## src/rtl/alu_seq_pkg.sv

```systemverilog
// alu_seq shared types: op codes, FSM states, ALU control word.
// Optional zero flag: define ALU_SEQ_ZERO_FLAG_EN.
package alu_seq_pkg;

  typedef enum logic [1:0] {
    OP_ADD = 2'd0,
    OP_SUB = 2'd1,
    OP_AND = 2'd2,
    OP_OR  = 2'd3
  } AluOp;

  typedef enum logic [1:0] {
    S_IDLE,
    S_RUN,
    S_DONE
  } state_t;

  typedef struct packed {
    logic       b_inv;
    logic       carry_disable;
    logic [1:0] cmd;
  } AluCtrl;

  localparam logic SUB_CARRY_IN = 1'b1;

  function automatic AluCtrl op_to_ctrl(AluOp op);
    AluCtrl c;
    c = '0;
    unique case (op)
      OP_ADD: c = '{b_inv: 1'b0, carry_disable: 1'b0, cmd: 2'd0};
      OP_SUB: c = '{b_inv: 1'b1, carry_disable: 1'b0, cmd: 2'd0};
      OP_AND: c = '{b_inv: 1'b0, carry_disable: 1'b1, cmd: 2'd1};
      OP_OR:  c = '{b_inv: 1'b0, carry_disable: 1'b1, cmd: 2'd2};
      default: c = '0;
    endcase
    return c;
  endfunction

endpackage

```

## src/rtl/alu_seq_if.sv

```systemverilog
// Request/response bundle between control logic and alu_seq.
// Carries zero only when ALU_SEQ_ZERO_FLAG_EN is defined.
interface alu_seq_if
  import alu_seq_pkg::*;
#(
  parameter int NIBBLES = 4
);
  localparam int W = 4 * NIBBLES;

  logic         start;
  AluOp         op;
  logic [W-1:0] a;
  logic [W-1:0] b;
  logic         ready;
  logic         done;
  logic [W-1:0] result;
  logic         carry_out;
`ifdef ALU_SEQ_ZERO_FLAG_EN
  logic         zero;
`endif

  modport master (
    output start, op, a, b,
    input  ready, done, result, carry_out
`ifdef ALU_SEQ_ZERO_FLAG_EN
    , input zero
`endif
  );

  modport slave (
    input  start, op, a, b,
    output ready, done, result, carry_out
`ifdef ALU_SEQ_ZERO_FLAG_EN
    , output zero
`endif
  );

endinterface

```

## src/rtl/alu_seq_alu.sv

```systemverilog
// Shared 4-bit ALU slice: add (with optional b invert), and, or.
// Carry is suppressed whenever carry_disable is set.
module alu
  import alu_seq_pkg::*;
(
  input  logic [3:0] d1,
  input  logic [3:0] d2,
  input  logic       carry_in,
  input  AluCtrl     ctrl,
  output logic [3:0] res,
  output logic       carry_out
);

  logic [3:0] d2e;
  logic [4:0] sum;

  // combinational slice datapath
  always_comb begin
    d2e = ctrl.b_inv ? ~d2 : d2;
    sum = {1'b0, d1} + {1'b0, d2e}
        + {4'b0, carry_in & ~ctrl.carry_disable};
    res = sum[3:0];
    carry_out = 1'b0;
    case (ctrl.cmd)
      2'd0: begin
        res = sum[3:0];
        carry_out = sum[4] & ~ctrl.carry_disable;
      end
      2'd1: res = d1 & d2e;
      2'd2: res = d1 | d2e;
      default: res = sum[3:0];
    endcase
  end

endmodule

```

## src/rtl/alu_seq.sv

```systemverilog
// Wide op sequencer: runs the 4-bit alu one nibble per cycle, LSB first.
// Optional zero output: define ALU_SEQ_ZERO_FLAG_EN.
module alu_seq
  import alu_seq_pkg::*;
#(
  parameter int NIBBLES = 4
) (
  input  logic      clk,
  input  logic      rst_n,
  alu_seq_if.slave  bus
);

  localparam int W  = 4 * NIBBLES;
  localparam int IW = $clog2(NIBBLES + 1);

  state_t        state;
  logic [W-1:0]  a_sh;
  logic [W-1:0]  b_sh;
  AluOp          op_q;
  logic [IW-1:0] idx;
  logic          carry_q;

  AluCtrl        ctrl;
  logic [3:0]    alu_res;
  logic          alu_co;
  logic [W-1:0]  res_next;
  logic          accept;
  logic          last;

  assign ctrl   = op_to_ctrl(op_q);
  assign accept = bus.start & bus.ready;
  assign last   = (idx == IW'(NIBBLES - 1));

  alu u_alu (
    .d1        (a_sh[3:0]),
    .d2        (b_sh[3:0]),
    .carry_in  (carry_q),
    .ctrl      (ctrl),
    .res       (alu_res),
    .carry_out (alu_co)
  );

  // new nibble enters result from the MSB side
  if (NIBBLES == 1) begin : g_one
    assign res_next = alu_res;
  end else begin : g_many
    assign res_next = {alu_res, bus.result[W-1:4]};
  end

  // sequencer FSM with registered handshake and result
  always_ff @(posedge clk or negedge rst_n) begin
    if (!rst_n) begin
      state         <= S_IDLE;
      a_sh          <= '0;
      b_sh          <= '0;
      op_q          <= OP_ADD;
      idx           <= '0;
      carry_q       <= 1'b0;
      bus.ready     <= 1'b1;
      bus.done      <= 1'b0;
      bus.result    <= '0;
      bus.carry_out <= 1'b0;
`ifdef ALU_SEQ_ZERO_FLAG_EN
      bus.zero      <= 1'b0;
`endif
    end else begin
      bus.done <= 1'b0;
      if (accept) begin
        state     <= S_RUN;
        bus.ready <= 1'b0;
        a_sh      <= bus.a;
        b_sh      <= bus.b;
        op_q      <= bus.op;
        idx       <= '0;
        carry_q   <= (bus.op == OP_SUB) ? SUB_CARRY_IN : 1'b0;
      end else if (state == S_RUN) begin
        bus.result <= res_next;
        a_sh       <= a_sh >> 4;
        b_sh       <= b_sh >> 4;
        carry_q    <= alu_co;
        idx        <= idx + 1'b1;
        if (last) begin
          state         <= S_DONE;
          bus.ready     <= 1'b1;
          bus.done      <= 1'b1;
          bus.carry_out <= alu_co;
`ifdef ALU_SEQ_ZERO_FLAG_EN
          bus.zero      <= (res_next == '0);
`endif
        end
      end else if (state == S_DONE) begin
        state <= S_IDLE;
      end
    end
  end

endmodule

```

## src/flat_wrapper.sv

```systemverilog
// flat-port wrapper written by rule: the top's interface ports become plain ports
module alu_seq_flat import alu_seq_pkg::*;
#(
  parameter int NIBBLES = 4
)
  (clk, rst_n, bus_start, bus_op, bus_a, bus_b, bus_ready, bus_done, bus_result, bus_carry_out);
  alu_seq_if #(.NIBBLES(NIBBLES)) bus_i ();
  input  logic clk;
  input  logic rst_n;
  input wire logic [$bits(bus_i.start)-1:0] bus_start;
  input wire logic [$bits(bus_i.op)-1:0] bus_op;
  input wire logic [$bits(bus_i.a)-1:0] bus_a;
  input wire logic [$bits(bus_i.b)-1:0] bus_b;
  output wire logic [$bits(bus_i.ready)-1:0] bus_ready;
  output wire logic [$bits(bus_i.done)-1:0] bus_done;
  output wire logic [$bits(bus_i.result)-1:0] bus_result;
  output wire logic [$bits(bus_i.carry_out)-1:0] bus_carry_out;
  assign bus_i.start = bus_start;
  assign bus_i.op = bus_op;
  assign bus_i.a = bus_a;
  assign bus_i.b = bus_b;
  assign bus_ready = bus_i.ready;
  assign bus_done = bus_i.done;
  assign bus_result = bus_i.result;
  assign bus_carry_out = bus_i.carry_out;
  alu_seq #(.NIBBLES(NIBBLES)) u_core (.clk(clk), .rst_n(rst_n), .bus(bus_i));
endmodule
```

## config.mk

```make
export PLATFORM = sky130hd
export DESIGN_NAME = alu_seq_flat
export DESIGN_NICKNAME = d
export VERILOG_FILES = /design/src/rtl/alu_seq_pkg.sv /design/src/rtl/alu_seq_if.sv /design/src/rtl/alu_seq_alu.sv /design/src/rtl/alu_seq.sv /design/src/flat_wrapper.sv
export SDC_FILE = /design/constraint.sdc
export NUM_CORES = 1
export LEC_CHECK = 0
export BUFFER_PORTS_ARGS = -buffer_cell sky130_fd_sc_hd__clkbuf_2
export CORE_MARGIN = 4
export CORE_UTILIZATION = 50
export DETAILED_ROUTE_END_ITERATION = 8
export PLACE_DENSITY = 0.73
export SLEW_MARGIN = 10
export SYNTH_ARGS = -nofsm -noshare
export SYNTH_HDL_FRONTEND = slang
export SYNTH_HIERARCHICAL = 1
export SYNTH_SLANG_ARGS = --single-unit
```

## constraint.sdc

```tcl
create_clock -name clk -period 2.7 [get_ports clk]
set_input_delay 0.135 -clock clk [delete_from_list [all_inputs] [get_ports clk]]
set_output_delay 0.135 -clock clk [all_outputs]
set_load 0.02 [all_outputs]
```

==> qor.yml, run 1 <==
job:
  maxCapViolations: 0
global_route:
  grt_first_pass_wirelength_mm: 10.8
  grt.total_usage: 0.185
  grt_overflow: 0
  grt_pass1_vias: 2290
  grt_max_degree: 48
  antenna_found_initial: 0
clock_network:
  clock-sinks: 59
  htree_levels: 3
  clockBufferDepth: 2
  postCtsSetupBuffers: 0
  cts_resized: 0
  cts_tree: "yes"
  clkLatencyLatePin_ns: 0.33
  cts_root_buf: "clkbuf_8"
  cts_buffers: 9
  clkSlewWorstSetupHoldPaths_ns: 0.06
finish:
  area_growth_syn_to_layout_pct: 17.9
  final_cells: 421
  final_cell_mix: "nand2_1 (58), dfrtp_1 (58), clkbuf_2 (55)"
  layout.nets: 397
  drive_above_1_share: 0.278
  nFillCells: 494
  postLayoutCoreUtil: 0.618
  seq_area_sq_mm: 0.00148
  multi_input_area_sq_mm: 0.00131
  diodes: 0
die:
  die_x_um: 84.7
  initial_core_util: 0.524
  pin_count: 56
  die_h_um: 84.7
  die_area_sq_mm: 0.00717
  core_sq_mm: 0.00561
  num_rows: 27
synth:
  synth-seq-area-share: 0.503
  ys_ff_latch: 59
  yosysTopAreaCell: "dfrtp_1"
  syn_nets: 341
  synth_cell_type_count: 37
  syn-instance-count: 289
  synth.avg_cell_area_sq_um: 10.2
  yosys_warnings: 6
  ys_top_cells_by_area: "dfrtp_1 (49%), nand2_1 (7.4%), a31oi_1 (5.5%)"
  syn_area_sq_mm: 0.00294
  synth_top_area_share: 0.494
placed_design:
  pre_cts_slack_ns: 0.352
  routabilityCongestion: 0.801
  numPortBuffers: 55
  post-place-cells: 405
  dp_hpwl_mm: 4.18
sta:
  period_share: 0.867
  tightest_slew_ns: 0.872
  hold_viol: 0
  finalSetupViolations: 0
  fin_skew_ns: 0.00732
  setup_ws_ns: 0.358
  min_period_ns: 2.34
  final_max_slew_viol_count: 0
  setup_tns_ns: 0
  fmax_ghz: 0.427
  slew_headroom: 0.419
  rsz0062_at_grt: "no"
worst_setup_path:
  path_cells: "nor2b_1, xor2_1, inv_1, fa_1, inv_1, fa_1, nor2_1, nor2_1, mux2_2"
  cp-start-kind: "register"
  critPathCaptureType: "register"
  crit_arrival_ns: 2.56
  cpPeakStageDelay_ns: 0.41
  path_buf_inv: 2
  cpLargestDelayFamily: "adder cells"
  path_class: "reg -> reg"
  cp_max_fo: 6
  cp_data_required_time_ns: 2.91
  crit_path_top_delay_cell: "dfrtp_1"
route:
  drtIter0Drc: 124
  wl_per_cell_um: 13.9
  drt-pass1-iter-count: 5
  ant_nets: 0
  via_per_inst: 5.24
  drt-total-wl_mm: 5.85
  vias: 2208
  drcViolationCount: 0
power_and_ir_drop:
  leakagePower_nw: 1.75
  power.density_mw_per_mm2: 1390
  irDropWorstVdd_v: 0.000675
outcome:
  status: "complete, no violations"
hold_path:
  min_path_type: "in -> reg"
==> path summary, 6_finish.rpt <==
path                                 startpoint                     to  slack, ns  depth (start not counted)
worst max-delay path             u_core/op_q[1]  u_core/bus.result[13]       0.36                          9
worst min-delay path                  bus_op[0]         u_core/op_q[0]       0.02                          3
worst max register to register   u_core/op_q[1]  u_core/bus.result[13]       0.36                          9
worst min register to register  u_core/a_sh[13]        u_core/a_sh[13]       0.50                          1
max in group asynchronous                 rst_n         u_core/b_sh[3]       1.58                          3
min in group asynchronous                 rst_n   u_core/bus.result[3]       0.23                          2
==> power breakdown <==
| group | switching, W | internal [W] | total [W] |
|---|---|---|---|
| Combinational | 0.00135 | 0.00111 | 0.00246 |
| Clock | 0.000321 | 0.000471 | 0.000792 |
| Sequential | 0.000268 | 0.00130 | 0.00157 |
| Total | 0.00194 | 0.00288 | 0.00482 |
==> flip-flops by register name, indices dropped and copies added, names as in the netlist <==
name	count
u_core/carry_q	1
u_core/state	2
u_core/bus.ready	1
u_core/b_sh	16
u_core/a_sh	16
u_core/op_q	2
u_core/bus.done	1
u_core/bus.result	16
u_core/bus.carry_out	1
u_core/idx	3
==> logic make-up after synthesis <==
kind of cell / share of synthesized area
simple gates: 0.159
flops: 0.503
compound gates: 0.120
buf+inv: 0.0528
mux: 0.0779
fa+ha+maj: 0.0690
xor+xnor: 0.0179
==> cell usage after synthesis <==
cell type and number:
nand3_1 1, o21ai_0 2, or2b_1 1, nand4bb_1 1, a221oi_1 3, nand2_4 1, and2_1 2, xor2_1 4
nand2_1 58, a211oi_1 1, a21oi_1 7, nand2b_1 2, a22o_1 8, buf_2 7, mux2_2 7, a2111oi_4 1
clkbuf_1 7, a21o_1 2, buf_6 1, nor2_2 1, nand2b_4 1, a31oi_1 26, nand2_2 1, mux2_4 10
xnor2_1 2, fa_1 2, nor2b_2 1, ha_1 13, inv_1 20, dfstp_2 1, nor3b_1 2, nor2_1 30
and3_1 1, buf_4 1, nor4b_1 1, nor2b_1 2, dfrtp_1 58
==> per-layer routing <==
| layer | wire (um) | GRT usage | vias to the layer above |
|---|---|---|---|
| li1 | - | - | 1082 |
| met2 | 2830 | 0.298 | 64 |
| met1 | 2590 | 0.232 | 1056 |
| met3 | 372 | 0.0667 | 6 |
| met5 | 0 | 0 | - |
| met4 | 62 | 0.0633 | 0 |
==> worst min-delay path, stage by stage <==
cell and delay, ns:
clkbuf_2 0.09, nand2_1 0.04, nand2_1 0.05
==> final cells by class <==
class / count / area share
sequential: 59 / 0.426
multi-input combinational: 194 / 0.377
timing repair buffer: 61 / 0.0931
clock buffer: 13 / 0.0458
tap: 72 / 0.0260
inverter: 20 / 0.0217
clock inverter: 2 / 0.0101
==> what timing repair did <==
action                                  in CTS  in global routing
hold buffers                                 1                  0
endpoints found under the hold margin       12                  0
endpoints found under the setup margin       0                  0
==> per-stage QoR <==
| stage | hold slack, ns | total power, W | instance area (sq um) |
|---|---|---|---|
| floorplan | -0.161 | 0.00352 | 2940 |
| global placement | 0.0337 | 0.00395 | 3260 |
| detailed placement | 0.0373 | 0.00406 | 3260 |
| CTS | 0.0140 | 0.00487 | 3470 |
| global route | 0.0176 | 0.00526 | 3470 |
| finish | 0.0231 | 0.00482 | 3470 |
(Power assumes the default switching activity.)
==> run 2, diff against run 1 <==
Settings changed: CELL_PAD_IN_SITES_DETAIL_PLACEMENT set to 1, CELL_PAD_IN_SITES_GLOBAL_PLACEMENT set to 2, CORE_UTILIZATION 50 to 34, PLACE_DENSITY 0.73 to unset, PLACE_DENSITY_LB_ADDON set to 0.1.
==> run 2 against run 1 <==
Effect of this change:
- critical path depth is 2 higher
- clock skew hardly changed
- sequential cell count stayed put
- final area is 1.3% higher
- sequential power hardly changed
- final cell count is 8.6% higher
- via count is 1.5% lower
- worst hold slack better by 0.0020 ns
- total power is 0.15% lower
- critical path type unchanged
- largest cell class unchanged
- largest power group unchanged
- highest routed layer unchanged
==> qor.yml, run 2 (same netlist as run 1, synthesis figures left out) <==
worst_setup_path:
  crit_path_top_delay_cell: "dfrtp_1"
  path_buf_inv: 2  # unchanged
  cp-start-kind: "register"
  crit_arrival_ns: 2.69  # +0.13 ns
  critPathCaptureType: "register"
  ff2ff_setup_slack_ns: 0.25  # -0.10 ns
  cp_data_required_time_ns: 2.94  # +0.03 ns
  cpPeakStageDelay_ns: 0.42  # about the same
  cp_max_fo: 6  # unchanged
  path_cells: "nor2b_1, xor2_1, inv_1, fa_1, inv_1, fa_1, a21o_1, a21oi_1, nor3b_1, nand2_1, a31oi_1"
  path_class: "reg -> reg"
  cpLargestDelayFamily: "adder cells"
route:
  wl_per_cell_um: 14.5  # +4.4%
  drcViolationCount: 0  # unchanged
  via_per_inst: 4.76  # -9.3%
  drt-pass1-iter-count: 4  # -1
  ant_nets: 0  # unchanged
  drtIter0Drc: 78  # -37%
  drt-total-wl_mm: 6.63  # +13%
  vias: 2175  # -1.5%
finish:
  area_growth_syn_to_layout_pct: 19.5
  final_cells: 457  # +8.6%
  drive_above_1_share: 0.284  # +0.00615
  final_cell_mix: "nand2_1 (58), dfrtp_1 (58), clkbuf_2 (55)"
  reg.largest.list: "u_core/a_sh x16, u_core/b_sh x16, u_core/bus.result x16"
  postLayoutCoreUtil: 0.423  # -0.195
  layout.nets: 399  # +0.50%
  diodes: 0  # unchanged
power_and_ir_drop:
  irDropWorstVdd_v: 0.000552  # -18%
  fin_total_pwr_w: 0.00481  # -0.15%
  power.density_mw_per_mm2: 1370  # -1.4%
  leakagePower_nw: 1.75  # +0.38%
die:
  initial_core_util: 0.354  # -0.170
  die_x_um: 101  # +19%
  die_h_um: 101  # +19%
  core_sq_mm: 0.00830  # +48%
  die_area_sq_mm: 0.0102  # +42%
  pin_count: 56  # unchanged
  num_rows: 33  # +22%
outcome:
  status: "complete, no violations"
sta:
  period_share: 0.906  # +0.0385
  finalSetupViolations: 0  # unchanged
  rsz0062_at_grt: "no"
  final_max_slew_viol_count: 0  # unchanged
  fin_skew_ns: 0.00685  # -0.000477 ns
  fmax_ghz: 0.409  # -4.2%
  setup_tns_ns: 0  # unchanged
  min_period_ns: 2.45  # +0.104 ns
  slew_headroom: 0.492  # +0.0733
  tightest_slew_ns: 0.762  # -0.110 ns
  hold_viol: 0  # unchanged
clock_network:
  clkSlewWorstSetupHoldPaths_ns: 0.07  # about the same
  clkLatencyLatePin_ns: 0.33  # about the same
  cts_tree: "yes"
  clock-sinks: 59  # unchanged
  cts_root_buf: "clkbuf_8"
  clockBufferDepth: 2  # unchanged
  cts_buffers: 9  # unchanged
  htree_levels: 3  # unchanged
  cts_resized: 0  # unchanged
placed_design:
  dp_hpwl_mm: 4.72  # +13%
  numPortBuffers: 55  # unchanged
  post-place-cells: 440  # +8.6%
  routabilityCongestion: 0.777  # -3.0%
global_route:
  grt_pass1_vias: 2300  # +0.44%
  antenna_found_initial: 0  # unchanged
  grt_max_degree: 60  # +25%
  grt_overflow: 0  # unchanged
  grt.total_usage: 0.141  # -0.0446
  grt_first_pass_wirelength_mm: 11.1  # +2.8%
job:
  maxCapViolations: 0  # unchanged
hold_path:
  min_path_type: "in -> reg"
## run 2: layout make-up
class	count	area, sq um
clock buffer	14	173
clock inverter	2	10.0
fill	984	4790
inverter	20	75.1
multi-input combinational	194	1310
sequential	59	1480
tap	105	131
timing repair buffer	63	338
## run 2: timing repair
| action | 4_1_cts | 5_1_grt |
|---|---|---|
| hold endpoints to repair | 58 | 0 |
| setup buffers | 0 | 0 |
| hold buffers | 1 | 0 |
## run 2: power by group
group          switching (W)  internal (W)  total, W
Combinational        0.00137       0.00113   0.00250
Sequential          0.000274       0.00130   0.00157
Clock               0.000329      0.000406  0.000735
## run 2: path summary, 6_finish.rpt
kind                                             end       startpoint  cells past startpoint
min in group asynchronous       u_core/bus.result[2]            rst_n                      3
worst max-delay path                  u_core/carry_q   u_core/op_q[1]                     11
worst min-delay path                 u_core/a_sh[13]        bus_a[13]                      2
max in group asynchronous             u_core/b_sh[4]            rst_n                      3
worst max register to register        u_core/carry_q   u_core/op_q[1]                     11
worst min register to register       u_core/a_sh[13]  u_core/a_sh[13]                      1
## run 2: through the flow
| step | setup WS (ns) | hold WS (ns) | cell area, sq um |
|---|---|---|---|
| after global routing | 0.0433 | 0.00302 | 3510 |
| after CTS | 0.220 | 0.00676 | 3510 |
| after global placement | 0.372 | 0.356 | 3320 |
| final | 0.254 | 0.0251 | 3510 |
| after detailed placement | 0.247 | 0.344 | 3320 |
| after floorplan | 0.341 | -0.161 | 2940 |
## run 2: layer usage
metal,track usage,share of wire
met5,0,0
met4,0.0399,0.0092
met3,0.0450,0.041
met2,0.233,0.49
met1,0.176,0.46
==> run 3, diff against run 2 <==
Settings changed: ABC_AREA set to 1, CORE_UTILIZATION 34 to 31.
==> run 3 against run 2 <==
Effect of this change:
- synthesized area grew 4.9%
- synthesized cell count grew 42%
- fmax grew 8.2%
- via count grew 22%
- clock skew grew 0.0060 ns
- register-to-register slack gained 0.19 ns
- critical path type unchanged
- highest routed layer unchanged
==> qor.yml, run 3 <==
sta:
  finalSetupViolations: 0  # unchanged
  period_share: 0.837  # -0.0688
  fin_skew_ns: 0.0128  # +0.00600 ns
  slew_headroom: 0.489  # -0.00323
  setup_tns_ns: 0  # unchanged
  final_max_slew_viol_count: 0  # unchanged
  rsz0062_at_grt: "no"
  hold_viol: 0  # unchanged
  fmax_ghz: 0.442  # +8.2%
  tightest_slew_ns: 0.767  # +0.00485 ns
  min_period_ns: 2.26  # -0.186 ns
route:
  dr_wl_met3_um: 254  # -7.0%
  drtIter0Drc: 74  # -5.1%
  wl_met1_mm: 3.61  # +19%
  drcViolationCount: 0  # unchanged
  via_per_inst: 4.39  # -7.7%
  drt-pass1-iter-count: 4  # unchanged
  drt-total-wl_mm: 7.58  # +14%
  ant_nets: 0  # unchanged
  wl_per_cell_um: 12.5  # -14%
  dr_wl_met2_mm: 3.61  # +11%
  vias: 2663  # +22%
  top_layer: "met4"
worst_setup_path:
  critPathCaptureType: "register"
  cp_common_cell: "nor2_1"
  path_class: "reg -> reg"
  cp-start-kind: "register"
  r2r_start: "u_core/op_q[0]"
  cp_data_required_time_ns: 2.92  # -0.02 ns
  path_cells: "inv_1, nor2_1, xnor2_1, fa_1, inv_1, fa_1, nor2_1, nor2_1, nand2_1, nand2_1"
  worstRegToRegCells: 10  # -1
  crit_arrival_ns: 2.48  # -0.21 ns
  cpPeakStageDelay_ns: 0.42  # about the same
  ff2ff_setup_slack_ns: 0.44  # +0.19 ns
  crit_path_top_delay_cell: "fa_1"
  cp_max_fo: 4  # -2
  reg2reg_to: "u_core/bus.result[13]"
synth:
  synth-edff-count: 0  # unchanged
  synth-seq-area-share: 0.479  # -0.0235
  ys_top_cells_by_area: "dfrtp_1 (47%), nand2_1 (27%), ha_1 (5.3%)"
  syn_nets: 461  # +35%
  yosysTopAreaCell: "dfrtp_1"
  synth.avg_cell_area_sq_um: 7.54  # -26%
  ys_ff_latch: 59  # unchanged
  synth_top_area_share: 0.471  # -0.0230
  yosysMostFrequentCell: "nand2_1"
  synthTopCellsByCount: "nand2_1 (224), dfrtp_1 (58), inv_1 (33), o21ai_0 (29), ha_1 (13)"
  async_flop_share: 1.00  # unchanged
  synth.area.mux_share: 0  # -0.0779
  synth-simple-area-share: 0.302  # +0.143
  yosys_most_used_dff: "dfrtp_1"
  synth_compound_gate_area_share: 0.0601  # -0.0604
  synth_xor_area_frac: 0.0142  # -0.00368
  syn-instance-count: 409  # +42%
  synth_cell_type_count: 20  # -46%
  syn_area_sq_mm: 0.00308  # +4.9%
  synth_top_family_by_area: "simple AND/OR/NAND/NOR gates"
  yosys_warnings: 6  # unchanged
  synthAdderAreaFrac: 0.0657  # -0.00322
die:
  die_x_um: 108  # +6.7%
  core_sq_mm: 0.00973  # +17%
  initial_core_util: 0.317  # -0.0373
  num_rows: 36  # +9.1%
  die_area_sq_mm: 0.0116  # +14%
  pin_count: 56  # unchanged
  die_h_um: 108  # +6.7%
clock_network:
  clockBufferDepth: 2  # unchanged
  cts_buffers: 9  # unchanged
  htree_levels: 3  # unchanged
  cts_root_buf: "clkbuf_8"
  clkSlewWorstSetupHoldPaths_ns: 0.06  # about the same
  postCtsSetupBuffers: 0  # unchanged
  cts_resized: 0  # unchanged
  cts_tree: "yes"
  clock-sinks: 59  # unchanged
  clkLatencyLatePin_ns: 0.34  # about the same
  cts_hold_buf: 9  # +8
global_route:
  grt_max_degree: 55  # -8.3%
  grt_first_pass_wirelength_mm: 13.1  # +18%
  grt.total_usage: 0.142  # +0.00184
  antenna_found_initial: 0  # unchanged
  grt_overflow: 0  # unchanged
  grt_pass1_vias: 2792  # +21%
hold_path:
  min_path_cells: 3  # +1
  holdPathEnd: "u_core/op_q[1]"
  min_from: "bus_op[1]"
  min_path_type: "in -> reg"
power_and_ir_drop:
  leakagePower_nw: 2.16  # +23%
  power.density_mw_per_mm2: 1150  # -16%
  fin_total_pwr_w: 0.00433  # -9.9%
  irDropWorstVdd_v: 0.000318  # -42%
finish:
  drive_above_1_share: 0.165  # -0.119
  reg.largest.list: "u_core/a_sh x16, u_core/b_sh x16, u_core/bus.result x16"
  diodes: 0  # unchanged
  layout.nets: 522  # +31%
  final_common_cell: "nand2_1"
  final_cell_mix: "nand2_1 (224), dfrtp_1 (58), clkbuf_2 (55)"
  area_growth_syn_to_layout_pct: 21.8
job:
  maxCapViolations: 0  # unchanged
placed_design:
  routabilityCongestion: 0.774  # -0.31%
  numPortBuffers: 55  # unchanged
  dp_hpwl_mm: 5.20  # +10%
outcome:
  status: "complete, no violations"
[run 3: logic make-up after synthesis]
group | Yosys count
AO/OA/AOI/OAI | 36
XOR/XNOR | 5
adder cells (fa/ha/maj) | 15
buffers and inverters | 53
flip-flops | 59
AND/OR/NAND/NOR | 241
[run 3: report_power, final]
part           internal (W)  total (W)  switching (W)
Clock              0.000490   0.000825       0.000335
Sequential          0.00124    0.00145       0.000208
Combinational      0.000702    0.00206        0.00135
[run 3: cell type report]
type / instances / area (sq um)
clock buffers: 12 / 165
clock inverters: 2 / 35.0
fillers: 1242 / 5980
inverters: 34 / 130
multi-input cells: 297 / 1360
flip-flops and latches: 59 / 1480
well taps: 133 / 166
repair buffers: 69 / 415
[run 3: layer usage]
| layer | global-route usage | vias up |
|---|---|---|
| met5 | 0 | - |
| met4 | 0.0514 | 0 |
| met3 | 0.0342 | 8 |
| met2 | 0.234 | 38 |
| met1 | 0.182 | 1253 |
| li1 | - | 1364 |
[run 3: per-stage QoR]
stage | worst slack (ns) | cell area (sq um) | utilization | hold slack [ns] | instances
final | 0.440 | 3750 | 0.386 | 0.0662 | 606
after detailed placement | 0.424 | 3460 | 0.356 | 0.261 | 583
after CTS | 0.403 | 3750 | 0.386 | 0.0681 | 606
after global routing | 0.166 | 3750 | 0.386 | 0.0702 | 606
after global placement | 0.474 | 3460 | 0.356 | 0.262 | 583
after floorplan | 0.682 | 3080 | - | -0.161 | 409
[run 3: worst max path at each step]
stage | end | start | depth (start not counted) | slack, ns
final | u_core/bus.result[13] | u_core/op_q[0] | 10 | 0.44
after global routing | u_core/carry_q | u_core/op_q[0] | 12 | 0.17
after floorplan | u_core/carry_q | u_core/op_q[0] | 13 | 0.68
after global placement | u_core/carry_q | u_core/op_q[1] | 11 | 0.47
after CTS | u_core/carry_q | u_core/op_q[1] | 11 | 0.40
after detailed placement | u_core/carry_q | u_core/op_q[1] | 11 | 0.42
[run 3: worst max-delay path: cells and delay by family, from the launching register on]
family                     cells  cell delay, ns
buffers and inverters          2            0.18
xor gates and xnor gates       1            0.19
adders and majority gates      2            0.82
DFF                            1            0.39
and+or+nand+nor                5            0.56
